===== config.mk =====
export PLATFORM = sky130hd
export DESIGN_NAME = clk_period_meter
export DESIGN_NICKNAME = d
export VERILOG_FILES = /design/src/rtl/clk_period_meter.sv
export SDC_FILE = /design/constraint.sdc
export NUM_CORES = 1
export LEC_CHECK = 0
export BUFFER_PORTS_ARGS = -buffer_cell sky130_fd_sc_hd__buf_2
export CAP_MARGIN = 30
export CELL_PAD_IN_SITES_DETAIL_PLACEMENT = 0
export CELL_PAD_IN_SITES_GLOBAL_PLACEMENT = 1
export CORE_MARGIN = 10
export CORE_UTILIZATION = 50
export CTS_CLUSTER_SIZE = 20
export DETAILED_ROUTE_END_ITERATION = 6
export MAX_ROUTING_LAYER = met4
export PLACE_DENSITY = 0.89
export SLEW_MARGIN = 25
export SYNTH_ARGS = -nofsm -noshare
export SYNTH_HDL_FRONTEND = slang
export SYNTH_SLANG_ARGS = --single-unit

===== constraint.sdc =====
create_clock -name clk_in -period 5.1 [get_ports clk_in]
set_input_delay 0.255 -clock clk_in [delete_from_list [all_inputs] [get_ports clk_in]]
set_output_delay 0.255 -clock clk_in [all_outputs]
set_load 0.005 [all_outputs]

===== src/rtl/clk_period_meter.sv =====
// Measures the period and high time of a slow signal in clk_in cycles, with a
// no-signal flag raised when no rising edge arrives within TIMEOUT cycles.
`timescale 1ns/1ps

module clk_period_meter #(
    parameter int unsigned WIDTH   = 28,
    parameter int unsigned TIMEOUT = 250000000
) (
    input  logic             clk_in,
    input  logic             rst,
    input  logic             sig_in,
    output logic [WIDTH-1:0] period,
    output logic [WIDTH-1:0] high_time,
    output logic             meas_valid,
    output logic             no_signal
);

    typedef enum logic {
        ST_ARM,
        ST_MEASURE
    } state_e;

    localparam logic [WIDTH-1:0] TIMEOUT_C = WIDTH'(TIMEOUT);
    localparam logic [WIDTH-1:0] ONE_C     = WIDTH'(1);

    state_e           state_q;
    logic             s1_q, s2_q, s3_q;
    logic [WIDTH-1:0] cnt_q, cnt_d;
    logic [WIDTH-1:0] hcnt_q, hcnt_d;
    logic [WIDTH-1:0] period_q, high_q;
    logic             valid_q, nosig_q;
    logic             rise;
    logic             at_timeout;

    assign rise       = s2_q & ~s3_q;
    assign at_timeout = (cnt_q == TIMEOUT_C);

    // A timeout restarts the count so cnt never runs past TIMEOUT.
    always_comb begin
        // NOTE: every always_comb output gets a default first, so no path can infer a latch.
        cnt_d  = cnt_q + ONE_C;
        hcnt_d = hcnt_q + WIDTH'(s2_q);
        if (rise) begin
            cnt_d  = ONE_C;
            hcnt_d = ONE_C;
        end else if (at_timeout) begin
            cnt_d  = ONE_C;
            hcnt_d = WIDTH'(s2_q);
        end
    end

    always_ff @(posedge clk_in or posedge rst) begin
        if (rst) begin
            state_q  <= ST_ARM;
            s1_q     <= 1'b0;
            s2_q     <= 1'b0;
            s3_q     <= 1'b0;
            cnt_q    <= '0;
            hcnt_q   <= '0;
            period_q <= '0;
            high_q   <= '0;
            valid_q  <= 1'b0;
            nosig_q  <= 1'b0;
        end else begin
            // NOTE: sequential state uses non-blocking assignments so every flop sees pre-edge values.
            s1_q    <= sig_in;
            s2_q    <= s1_q;
            s3_q    <= s2_q;
            cnt_q   <= cnt_d;
            hcnt_q  <= hcnt_d;
            valid_q <= 1'b0;

            case (state_q)
                ST_ARM: begin
                    // The first edge only arms; its interval has no defined start.
                    if (rise) begin
                        state_q <= ST_MEASURE;
                    end else if (at_timeout) begin
                        nosig_q <= 1'b1;
                    end
                end
                ST_MEASURE: begin
                    if (rise) begin
                        period_q <= cnt_q;
                        high_q   <= hcnt_q;
                        valid_q  <= 1'b1;
                        nosig_q  <= 1'b0;
                    end else if (at_timeout) begin
                        nosig_q <= 1'b1;
                        state_q <= ST_ARM;
                    end
                end
                default: state_q <= ST_ARM;
            endcase
        end
    end

    assign period     = period_q;
    assign high_time  = high_q;
    assign meas_valid = valid_q;
    assign no_signal  = nosig_q;

endmodule


---- After elaboration in Yosys (flattened, before gate mapping) ----
Cells that the tools add are included.
Widths: inputs -> output; s select.
word-level totals
  word-level logic and storage cells ...... 31
  register bits ........................... 118
cells by class
  mux-type cells .......................... 13
  reductions and logical operators ........ 1
  $add $sub $neg .......................... 2
  bitwise logic cells ..................... 3
  eq/ne operators ......................... 2
operators with widths
  operator               count
  $mux 28                4
  $add 28x1->28          1
  $add 28x1->28 const B  1
  $eq 28x28->1 const B   1
  $mux 1                 7
  $pmux 1 s2             2
  $ne 2x2->1 const B     1
  $not 1->1              2
  $reduce_and 2->1       1
  $and 1x1->1            1

---- Longest topological paths before layout ----
Gate-level depths: netlist of run 1.
  depth in word-level cells ............... 4
  mapped depth ............................ 7
  mapped depth without buffers ............ 6

---- Least setup slack after synthesis of run 1 ----
No wires, ideal clock.
  path type ............................... register to register
  start point ............................. register cnt_q[16]
  end point ............................... register cnt_q[26]
  period minus slack after synthesis ...... 2.103 ns
  data required time ...................... 4.970 ns
  arrival ................................. 1.973 ns
  path slack .............................. 2.997 ns
  stages on the path, launching flop included .. 6
  cells stage by stage .................... dfrtp_1 or4b_1 or4_4 o21ai_4 buf_6 a21oi_1
between the ends
  cells in the longest elaborated chain, start to end .. 3
  elaborated cells on any way between the ends .. 4
  those cells by class .................... 1 x add/sub; 1 x eq/ne; 2 x mux
RTL lines
  item                                           line    RTL
  start: declaration                             28      logic [WIDTH-1:0] cnt_q, cnt_d;
  start signal: assignment                       69      cnt_q <= cnt_d;
  $add 28x1->28 or $eq 28x28->1 (tied branches)  41, 36
  $mux 28 (*)                                    46      end else if (at_timeout) begin
  $mux 28 (*)                                    43      if (rise) begin
  via cnt_d[26]                                  28
The timed path passes the listed nets; every way through them passes the cells marked *.
A chain may end at the register's enable or synchronous reset.

---- Worst setup path after layout of run 1 ----
  start point ............................. register cnt_q[19]
  end point ............................... register hcnt_q[12]
between the ends
  cells in the longest elaborated chain, start to end .. 3
RTL lines
  item                    line  RTL
  $eq 28x28->1            36    assign at_timeout = (cnt_q == TIMEOUT_C);
  $mux 28                 46
  $mux 28                 43
  via hcnt_d[12]          29    logic [WIDTH-1:0] hcnt_q, hcnt_d;
  end signal: assignment  70    hcnt_q <= hcnt_d;
  end: declaration        29
The timed path passes the listed nets, and every way through them passes these cells.

==> results of run 1 <==
[metal layers]
metal | vias to the layer above | part of all wire (%) | global-route usage, %
met2 | 101 | 49 | 25.2
met1 | 1826 | 44 | 18.2
met5 | - | 0 | -
li1 | 1777 | - | -
met4 | 0 | 1.6 | 6.26
met3 | 20 | 5.7 | 4.86
[worst min-delay path, cell delays in order]
cell and delay, ns:
sky130_fd_sc_hd__dlygate4sd3_1 0.54, sky130_fd_sc_hd__buf_2 0.14, sky130_fd_sc_hd__inv_4 0.18
[registers in the layout (all words and copies together), names as in the netlist]
name        count
cnt_q          28
hcnt_q         28
high_time      28
period         28
meas_valid      1
no_signal       1
s1_q            1
s2_q            1
s3_q            1
state_q         1
[cells by family after synthesis]
family,count (synthesis),synth area share [%]
simple gates,156,17.0
flops,118,56.7
compound gates,68,7.67
mux,49,10.6
buf+inv,30,2.88
xor+xnor,25,4.21
fa+ha+maj,4,0.961
[Yosys cell counts (2+ instances only)]
cell type                  count
sky130_fd_sc_hd__ha_1          4
sky130_fd_sc_hd__nand3_1      21
sky130_fd_sc_hd__a21oi_1      28
sky130_fd_sc_hd__nand2_1      25
sky130_fd_sc_hd__or3_1        14
sky130_fd_sc_hd__o21ai_0      21
sky130_fd_sc_hd__or4_1        15
sky130_fd_sc_hd__a31o_2        2
sky130_fd_sc_hd__xnor2_1       9
sky130_fd_sc_hd__nor2_1       27
sky130_fd_sc_hd__mux2_2       49
sky130_fd_sc_hd__buf_1         4
sky130_fd_sc_hd__and3_1       10
sky130_fd_sc_hd__buf_6         5
sky130_fd_sc_hd__inv_1         8
sky130_fd_sc_hd__nand4_1      19
sky130_fd_sc_hd__nor3_1        2
sky130_fd_sc_hd__and4_1       11
sky130_fd_sc_hd__or4b_1        2
sky130_fd_sc_hd__dfrtp_1     118
sky130_fd_sc_hd__clkbuf_1     12
sky130_fd_sc_hd__o31ai_1      13
sky130_fd_sc_hd__and2_1        3
sky130_fd_sc_hd__xor2_1       16
[stage by stage]
stage	setup slack (ns)	total power [mW]	instances	hold WS, ns	utilization, %
4_1_cts	2.31	2.31	661	0.370	60.3
6_report	2.31	2.29	662	0.228	60.6
3_3_place_gp	2.36	1.21	627	0.360	54.5
3_5_place_dp	2.31	1.21	628	0.365	54.7
5_1_grt	2.18	2.39	662	0.239	60.6
2_1_floorplan	1.72	1.15	450	0.286	-
[layout make-up]
class / count / area [um2] / share of cell area [%]
multi-input combinational: 302 / 2110 / 34.0
sequential: 118 / 2950 / 47.6
inverter: 9 / 36.3 / 0.585
clock buffer: 23 / 477 / 7.69
clock inverter: 8 / 73.8 / 1.19
timing repair buffer: 66 / 383 / 6.18
tap: 136 / 170 / 2.75
[report_power, final]
| group | total [mW] | internal [mW] | switching, mW |
|---|---|---|---|
| combinational | 0.155 | 0.0745 | 0.0804 |
| clock | 1.09 | 0.691 | 0.396 |
| sequential | 1.04 | 0.988 | 0.0559 |
[final timing paths]
kind	start	end	slack, ns
max in group asynchronous	rst	period[14]	4.04
min in group clk_in	s1_q	s2_q	0.38
min reg2reg	s1_q	s2_q	0.38
max reg2reg	cnt_q[19]	hcnt_q[12]	2.31
min	rst	high_time[3]	0.23
max	cnt_q[19]	hcnt_q[12]	2.31
[cell usage in the layout, fill, tap and decap left out, drive strengths merged, types with 2 or more instances in the layout]
cell	netlist	layout
clkinv	0	5
nor3	2	2
and2	3	3
or3	14	14
a31o	2	2
o31ai	13	13
inv	9	9
xor2	16	16
a21oi	28	28
and3	10	10
nand2	25	25
nand4	19	19
clkbuf	12	23
dlygate4sd3	0	2
dfrtp	118	118
o21ai	22	22
or4b	2	2
mux2	49	49
xnor2	9	9
buf	9	64
and4	11	11
clkinvlp	0	2
nand3	21	21
or4	16	16
ha	4	4
nor2	27	27
[repair_timing]
action                                 CTS  global route
endpoints found under the hold margin   73             0
hold buffers                             2             0
gates resized for setup                  0             0
setup endpoints to repair                0             0
==> flow_results.xml, run 1 <==
<?xml version="1.0" encoding="UTF-8"?>
<metrics>
  <group name="cts">
    <metric name="post-cts-setup-buffers" unit="">0</metric>
    <metric name="cts_tree" unit="">done</metric>
    <metric name="tritoncts.num_buffers" unit="">17</metric>
    <metric name="cts_max_path_buffers" unit="">2</metric>
    <metric name="cts_num_sinks" unit="">118</metric>
    <metric name="clk-insertion-delay-late" unit="ns">0.51</metric>
    <metric name="cts_root_buffer" unit="">sky130_fd_sc_hd__clkbuf_8</metric>
    <metric name="cts.clk_slew.worst_paths" unit="ns">0.06</metric>
    <metric name="cts_max_level" unit="">4</metric>
  </group>
  <group name="floorplanning">
    <metric name="die_w" unit="um">122</metric>
    <metric name="dieArea" unit="mm2">0.0149</metric>
    <metric name="initial_utilization" unit="%">50.9</metric>
    <metric name="rows" unit="">37</metric>
    <metric name="placeableCoreArea" unit="mm2">0.0102</metric>
    <metric name="die-height" unit="um">122</metric>
    <metric name="io_pins" unit="">61</metric>
  </group>
  <group name="critical_path">
    <metric name="timing.critical_path.max_delay_family" unit="">simple AND/OR/NAND/NOR gates</metric>
    <metric name="cp_slowest_stage_delay" unit="ns">0.57</metric>
    <metric name="critPathSlowestCell" unit="">sky130_fd_sc_hd__or4b_1</metric>
    <metric name="worst_setup_path_start_kind" unit="">flip-flop</metric>
    <metric name="r2r_cells" unit="">5</metric>
    <metric name="worstPathRequired" unit="ns">5.48</metric>
    <metric name="cp_num_buf_inv" unit="">1</metric>
    <metric name="critPathMaxFanout" unit="">30</metric>
    <metric name="criticalPathCategory" unit="">flip-flop to flip-flop</metric>
    <metric name="arrival" unit="ns">3.17</metric>
    <metric name="cp_cell_sequence" unit="">or4b_1, or4_4, o21ai_4, buf_4, nor2_1</metric>
    <metric name="cp.depth" unit="">5</metric>
    <metric name="critical_path_end_type" unit="">flip-flop</metric>
  </group>
  <group name="detailed_routing">
    <metric name="drt-pass1-iter-count" unit="">4</metric>
    <metric name="routed-via-count" unit="">3724</metric>
    <metric name="drt.antenna.violating_nets" unit="">0</metric>
    <metric name="routed_wl" unit="um">11000</metric>
    <metric name="drc_errors" unit="">0</metric>
    <metric name="first_iter_violations" unit="">192</metric>
    <metric name="vias_per_cell" unit="">5.63</metric>
    <metric name="route.detailed.wl_per_inst" unit="um">16.6</metric>
  </group>
  <group name="timing">
    <metric name="fmax" unit="MHz">358</metric>
    <metric name="grt_setup_unrepaired" unit="">false</metric>
    <metric name="final.setup_skew" unit="ns">0.00913</metric>
    <metric name="finalSetupTns" unit="ns">0</metric>
    <metric name="final_period_minus_worst_setup_slack" unit="ns">2.79</metric>
    <metric name="max-slew-margin-rel" unit="%">55.6</metric>
    <metric name="worst-slew-pin-transition" unit="ns">0.663</metric>
    <metric name="finalHoldViolations" unit="">0</metric>
    <metric name="finalSetupViolations" unit="">0</metric>
    <metric name="post-route-period-util" unit="%">54.7</metric>
    <metric name="timing_max_transition_violations_final" unit="">0</metric>
  </group>
  <group name="global_route">
    <metric name="grt_pass1_wl" unit="um">18600</metric>
    <metric name="grt_overflow" unit="">0</metric>
    <metric name="grt_max_degree" unit="">74</metric>
    <metric name="number_of_global_route_vias_before_repair" unit="">3930</metric>
    <metric name="grt_use_total" unit="%">15.8</metric>
    <metric name="initial_antenna_violation_count" unit="">0</metric>
  </group>
  <group name="placement">
    <metric name="placed_inst_area" unit="mm2">0.00560</metric>
    <metric name="dp_hpwl" unit="um">7370</metric>
    <metric name="place_congestion" unit="">0.814</metric>
    <metric name="numPortBuffers" unit="">60</metric>
  </group>
  <group name="final_layout">
    <metric name="number_of_fill_cells" unit="">858</metric>
    <metric name="finalNetCount" unit="">521</metric>
    <metric name="finished_layout_cell_area" unit="mm2">0.00620</metric>
    <metric name="area_growth_syn_to_layout" unit="%">19.1</metric>
    <metric name="drive_above_1_share" unit="%">28.3</metric>
    <metric name="antenna_diode_instance_count" unit="">0</metric>
  </group>
  <group name="synthesis">
    <metric name="ys_ff_latch" unit="">118</metric>
    <metric name="yosys_warnings" unit="">0</metric>
    <metric name="nets_in_the_synthesized_netlist" unit="">457</metric>
    <metric name="asyncSetResetFlopFracSynth" unit="%">100</metric>
    <metric name="synth.yosys.seq_area_share" unit="%">56.7</metric>
    <metric name="synthFlopType" unit="">sky130_fd_sc_hd__dfrtp_1</metric>
    <metric name="synth.top_cells.by_area" unit="">sky130_fd_sc_hd__dfrtp_1 57%, sky130_fd_sc_hd__mux2_2 11%, sky130_fd_sc_hd__a21oi_1 2.7%</metric>
    <metric name="yosysTopAreaCellShare" unit="%">56.7</metric>
    <metric name="avg_cell_area_syn" unit="um2">11.6</metric>
    <metric name="postSynthCellCount" unit="">450</metric>
    <metric name="synth.distinct_cells" unit="">36</metric>
    <metric name="synth_area_leader_cell" unit="">sky130_fd_sc_hd__dfrtp_1</metric>
    <metric name="synth.cell_area" unit="mm2">0.00521</metric>
    <metric name="synth-edff-count" unit="">0</metric>
  </group>
  <group name="flow_run">
    <metric name="maxCapViolations" unit="">0</metric>
  </group>
  <group name="power_and_ir_drop">
    <metric name="leakage" unit="nW">2.96</metric>
    <metric name="peakVddDrop" unit="V">0.000218</metric>
    <metric name="pwr_density_cell" unit="mW/mm2">369</metric>
  </group>
  <group name="hold_path">
    <metric name="worst_hold_path_type" unit="">input port to async pin</metric>
  </group>
  <group name="status">
    <metric name="outcome" unit="">complete, no violations</metric>
  </group>
</metrics>
Power figures use the tool's default switching activity.
==> run 2: changes to the inputs <==
--- a/config.mk
+++ b/config.mk
@@ -10,11 +10,11 @@
 export CELL_PAD_IN_SITES_DETAIL_PLACEMENT = 0
 export CELL_PAD_IN_SITES_GLOBAL_PLACEMENT = 1
 export CORE_MARGIN = 10
-export CORE_UTILIZATION = 50
+export CORE_UTILIZATION = 46
 export CTS_CLUSTER_SIZE = 20
 export DETAILED_ROUTE_END_ITERATION = 6
 export MAX_ROUTING_LAYER = met4
-export PLACE_DENSITY = 0.89
+export PLACE_DENSITY = 0.84
 export SLEW_MARGIN = 25
 export SYNTH_ARGS = -nofsm -noshare
 export SYNTH_HDL_FRONTEND = slang
==> constraint.sdc (replaced) <==
create_clock -name clk_in -period 2.7 [get_ports clk_in]
set_input_delay 0.135 -clock clk_in [delete_from_list [all_inputs] [get_ports clk_in]]
set_output_delay 0.135 -clock clk_in [all_outputs]
set_load 0.005 [all_outputs]
==> flow_results.xml, run 2 (same netlist as run 1, synthesis figures left out) <==
<?xml version="1.0" encoding="UTF-8"?>
<metrics>
  <group name="placement">
    <metric name="placed_cells" unit="">637</metric>
    <metric name="numPortBuffers" unit="">60</metric>
    <metric name="dp_hpwl" unit="um">7730</metric>
    <metric name="place_congestion" unit="">0.802</metric>
    <metric name="place_worst_setup_slack" unit="ns">0.356</metric>
  </group>
  <group name="timing">
    <metric name="timing_max_transition_violations_final" unit="">0</metric>
    <metric name="finalSetupViolations" unit="">0</metric>
    <metric name="max-slew-margin-rel" unit="%">64.5</metric>
    <metric name="setup_slack" unit="ns">0.330</metric>
    <metric name="fmax" unit="MHz">422</metric>
    <metric name="finalSetupTns" unit="ns">0</metric>
    <metric name="grt_setup_unrepaired" unit="">false</metric>
    <metric name="post-route-period-util" unit="%">87.8</metric>
    <metric name="finalHoldViolations" unit="">0</metric>
    <metric name="final_period_minus_worst_setup_slack" unit="ns">2.37</metric>
    <metric name="final.setup_skew" unit="ns">0.00931</metric>
    <metric name="worst-slew-pin-transition" unit="ns">0.531</metric>
  </group>
  <group name="final_layout">
    <metric name="number_of_fill_cells" unit="">915</metric>
    <metric name="layout.cells.most_common" unit="">sky130_fd_sc_hd__dfrtp_1</metric>
    <metric name="area_growth_syn_to_layout" unit="%">22.0</metric>
    <metric name="regArea" unit="mm2">0.00295</metric>
    <metric name="finalNetCount" unit="">525</metric>
    <metric name="antenna_diode_instance_count" unit="">0</metric>
    <metric name="final_cells" unit="">671</metric>
    <metric name="drive_above_1_share" unit="%">29.2</metric>
    <metric name="multi_input_comb_area" unit="mm2">0.00211</metric>
    <metric name="layout.cells.most_common_list" unit="">118 x sky130_fd_sc_hd__dfrtp_1, 60 x sky130_fd_sc_hd__buf_2, 49 x sky130_fd_sc_hd__mux2_2</metric>
  </group>
  <group name="detailed_routing">
    <metric name="first_iter_violations" unit="">222</metric>
    <metric name="drt-pass1-iter-count" unit="">4</metric>
    <metric name="top_signal_layer_used" unit="">met4</metric>
    <metric name="vias_per_cell" unit="">5.65</metric>
    <metric name="drc_errors" unit="">0</metric>
    <metric name="route.detailed.wl_per_inst" unit="um">17.0</metric>
    <metric name="met3_length" unit="um">527</metric>
    <metric name="routed_wl" unit="um">11400</metric>
    <metric name="routed-via-count" unit="">3789</metric>
    <metric name="drt.antenna.violating_nets" unit="">0</metric>
    <metric name="detailroute.wirelength.met2" unit="um">5660</metric>
    <metric name="met1Wirelength" unit="um">5070</metric>
  </group>
  <group name="cts">
    <metric name="clk-insertion-delay-late" unit="ns">0.41</metric>
    <metric name="cts.clk_slew.worst_paths" unit="ns">0.05</metric>
    <metric name="cts_max_path_buffers" unit="">2</metric>
    <metric name="cts_num_sinks" unit="">118</metric>
    <metric name="cts_max_level" unit="">4</metric>
    <metric name="tritoncts.num_buffers" unit="">17</metric>
    <metric name="post-cts-setup-buffers" unit="">0</metric>
    <metric name="cts_root_buffer" unit="">sky130_fd_sc_hd__clkbuf_16</metric>
    <metric name="cts_tree" unit="">done</metric>
  </group>
  <group name="power_and_ir_drop">
    <metric name="leakage" unit="nW">3.02</metric>
    <metric name="pwr_density_cell" unit="mW/mm2">732</metric>
    <metric name="peakVddDrop" unit="V">0.000544</metric>
    <metric name="fin_total_pwr" unit="mW">4.65</metric>
  </group>
  <group name="floorplanning">
    <metric name="placeableCoreArea" unit="mm2">0.0110</metric>
    <metric name="dieArea" unit="mm2">0.0160</metric>
    <metric name="die-height" unit="um">126</metric>
    <metric name="die_w" unit="um">126</metric>
    <metric name="initial_utilization" unit="%">47.4</metric>
    <metric name="io_pins" unit="">61</metric>
    <metric name="rows" unit="">38</metric>
  </group>
  <group name="global_route">
    <metric name="grt_pass1_wl" unit="um">19900</metric>
    <metric name="number_of_global_route_vias_before_repair" unit="">3859</metric>
    <metric name="grt_use_total" unit="%">15.6</metric>
    <metric name="initial_antenna_violation_count" unit="">0</metric>
    <metric name="grt_overflow" unit="">0</metric>
    <metric name="grt_max_degree" unit="">42</metric>
  </group>
  <group name="critical_path">
    <metric name="cp_slowest_stage_delay" unit="ns">0.57</metric>
    <metric name="arrival" unit="ns">2.64</metric>
    <metric name="critPathMaxFanout" unit="">27</metric>
    <metric name="worst_r2r_startpoint" unit="">cnt_q[16]</metric>
    <metric name="setup.reg_to_reg.worst_slack" unit="ns">0.33</metric>
    <metric name="cp_num_buf_inv" unit="">1</metric>
    <metric name="cp_cell_sequence" unit="">or4b_1, or4_4, o21ai_4, buf_12, a21oi_1</metric>
    <metric name="worstPathRequired" unit="ns">2.97</metric>
    <metric name="rr_endpoint" unit="">hcnt_q[26]</metric>
    <metric name="r2r_cells" unit="">5</metric>
    <metric name="critical_path_end_type" unit="">flip-flop</metric>
    <metric name="critPathSlowestCell" unit="">sky130_fd_sc_hd__or4_4</metric>
    <metric name="timing.critical_path.max_delay_family" unit="">simple AND/OR/NAND/NOR gates</metric>
    <metric name="worst_setup_path_start_kind" unit="">flip-flop</metric>
    <metric name="criticalPathCategory" unit="">flip-flop to flip-flop</metric>
  </group>
  <group name="status">
    <metric name="outcome" unit="">complete, no violations</metric>
  </group>
  <group name="hold_path">
    <metric name="worst_hold_path_type" unit="">input port to async pin</metric>
  </group>
  <group name="flow_run">
    <metric name="maxCapViolations" unit="">0</metric>
  </group>
</metrics>
run 2: changes by cell type in the layout (fill, tap and decap cells not counted):
cell                        previous run  this run
sky130_fd_sc_hd__buf_12                1         4
sky130_fd_sc_hd__bufinv_16             1         3
sky130_fd_sc_hd__buf_4                 2         3
sky130_fd_sc_hd__clkbuf_1              2         1
sky130_fd_sc_hd__clkbuf_16            16        17
sky130_fd_sc_hd__clkbuf_8              5         6
sky130_fd_sc_hd__clkinv_4              1         0
sky130_fd_sc_hd__inv_4                 1         0
run 2: worst max path at each step:
stage	startpoint	endpoint	slack, ns	depth (start not counted)
3_5_place_dp	cnt_q[16]	cnt_q[25]	0.36	5
4_1_cts	cnt_q[16]	hcnt_q[26]	0.33	5
5_1_grt	cnt_q[16]	hcnt_q[27]	0.23	5
6_report	cnt_q[16]	hcnt_q[26]	0.33	5
2_1_floorplan	cnt_q[16]	cnt_q[26]	0.60	5
3_3_place_gp	cnt_q[16]	hcnt_q[22]	0.41	5
run 2: final cells by class:
class                      instances  share of cell area (%)
inverter                           9                   0.591
sequential                       118                    46.5
multi-input combinational        302                    33.2
clock buffer                      24                    8.06
clock inverter                     8                    1.85
timing repair buffer              70                    7.09
tap                              140                    2.76
run 2: repair_timing:
item                                   4_1_cts  5_1_grt
resized for setup                            0        0
endpoints found under the hold margin       23        0
hold buffers                                 2        0
run 2: power by group:
part / internal [mW] / switching (mW)
combinational: 0.149 / 0.157
clock: 1.59 / 0.774
sequential: 1.87 / 0.108
total: 3.61 / 1.04
run 2: stage by stage:
stage	hold WS [ns]	cell area, um2	utilization (%)
after detailed placement	0.213	5700	51.9
after floorplan	0.166	5210	-
after CTS	0.331	6350	57.8
after global routing	0.368	6350	57.8
after global placement	0.247	5670	51.7
final	0.316	6350	57.8
run 2: worst reg2reg max path, cell delays in order (launching register included):
cell,delay (ns)
sky130_fd_sc_hd__dfrtp_1,0.45
sky130_fd_sc_hd__or4b_1,0.55
sky130_fd_sc_hd__or4_4,0.57
sky130_fd_sc_hd__o21ai_4,0.36
sky130_fd_sc_hd__buf_12,0.23
sky130_fd_sc_hd__a21oi_1,0.08
run 2: metal layers:
layer	GRT usage (%)	vias to the layer above
li1	-	1787
met4	5.02	0
met5	-	-
met2	24.9	74
met3	4.75	12
met1	18.4	1916
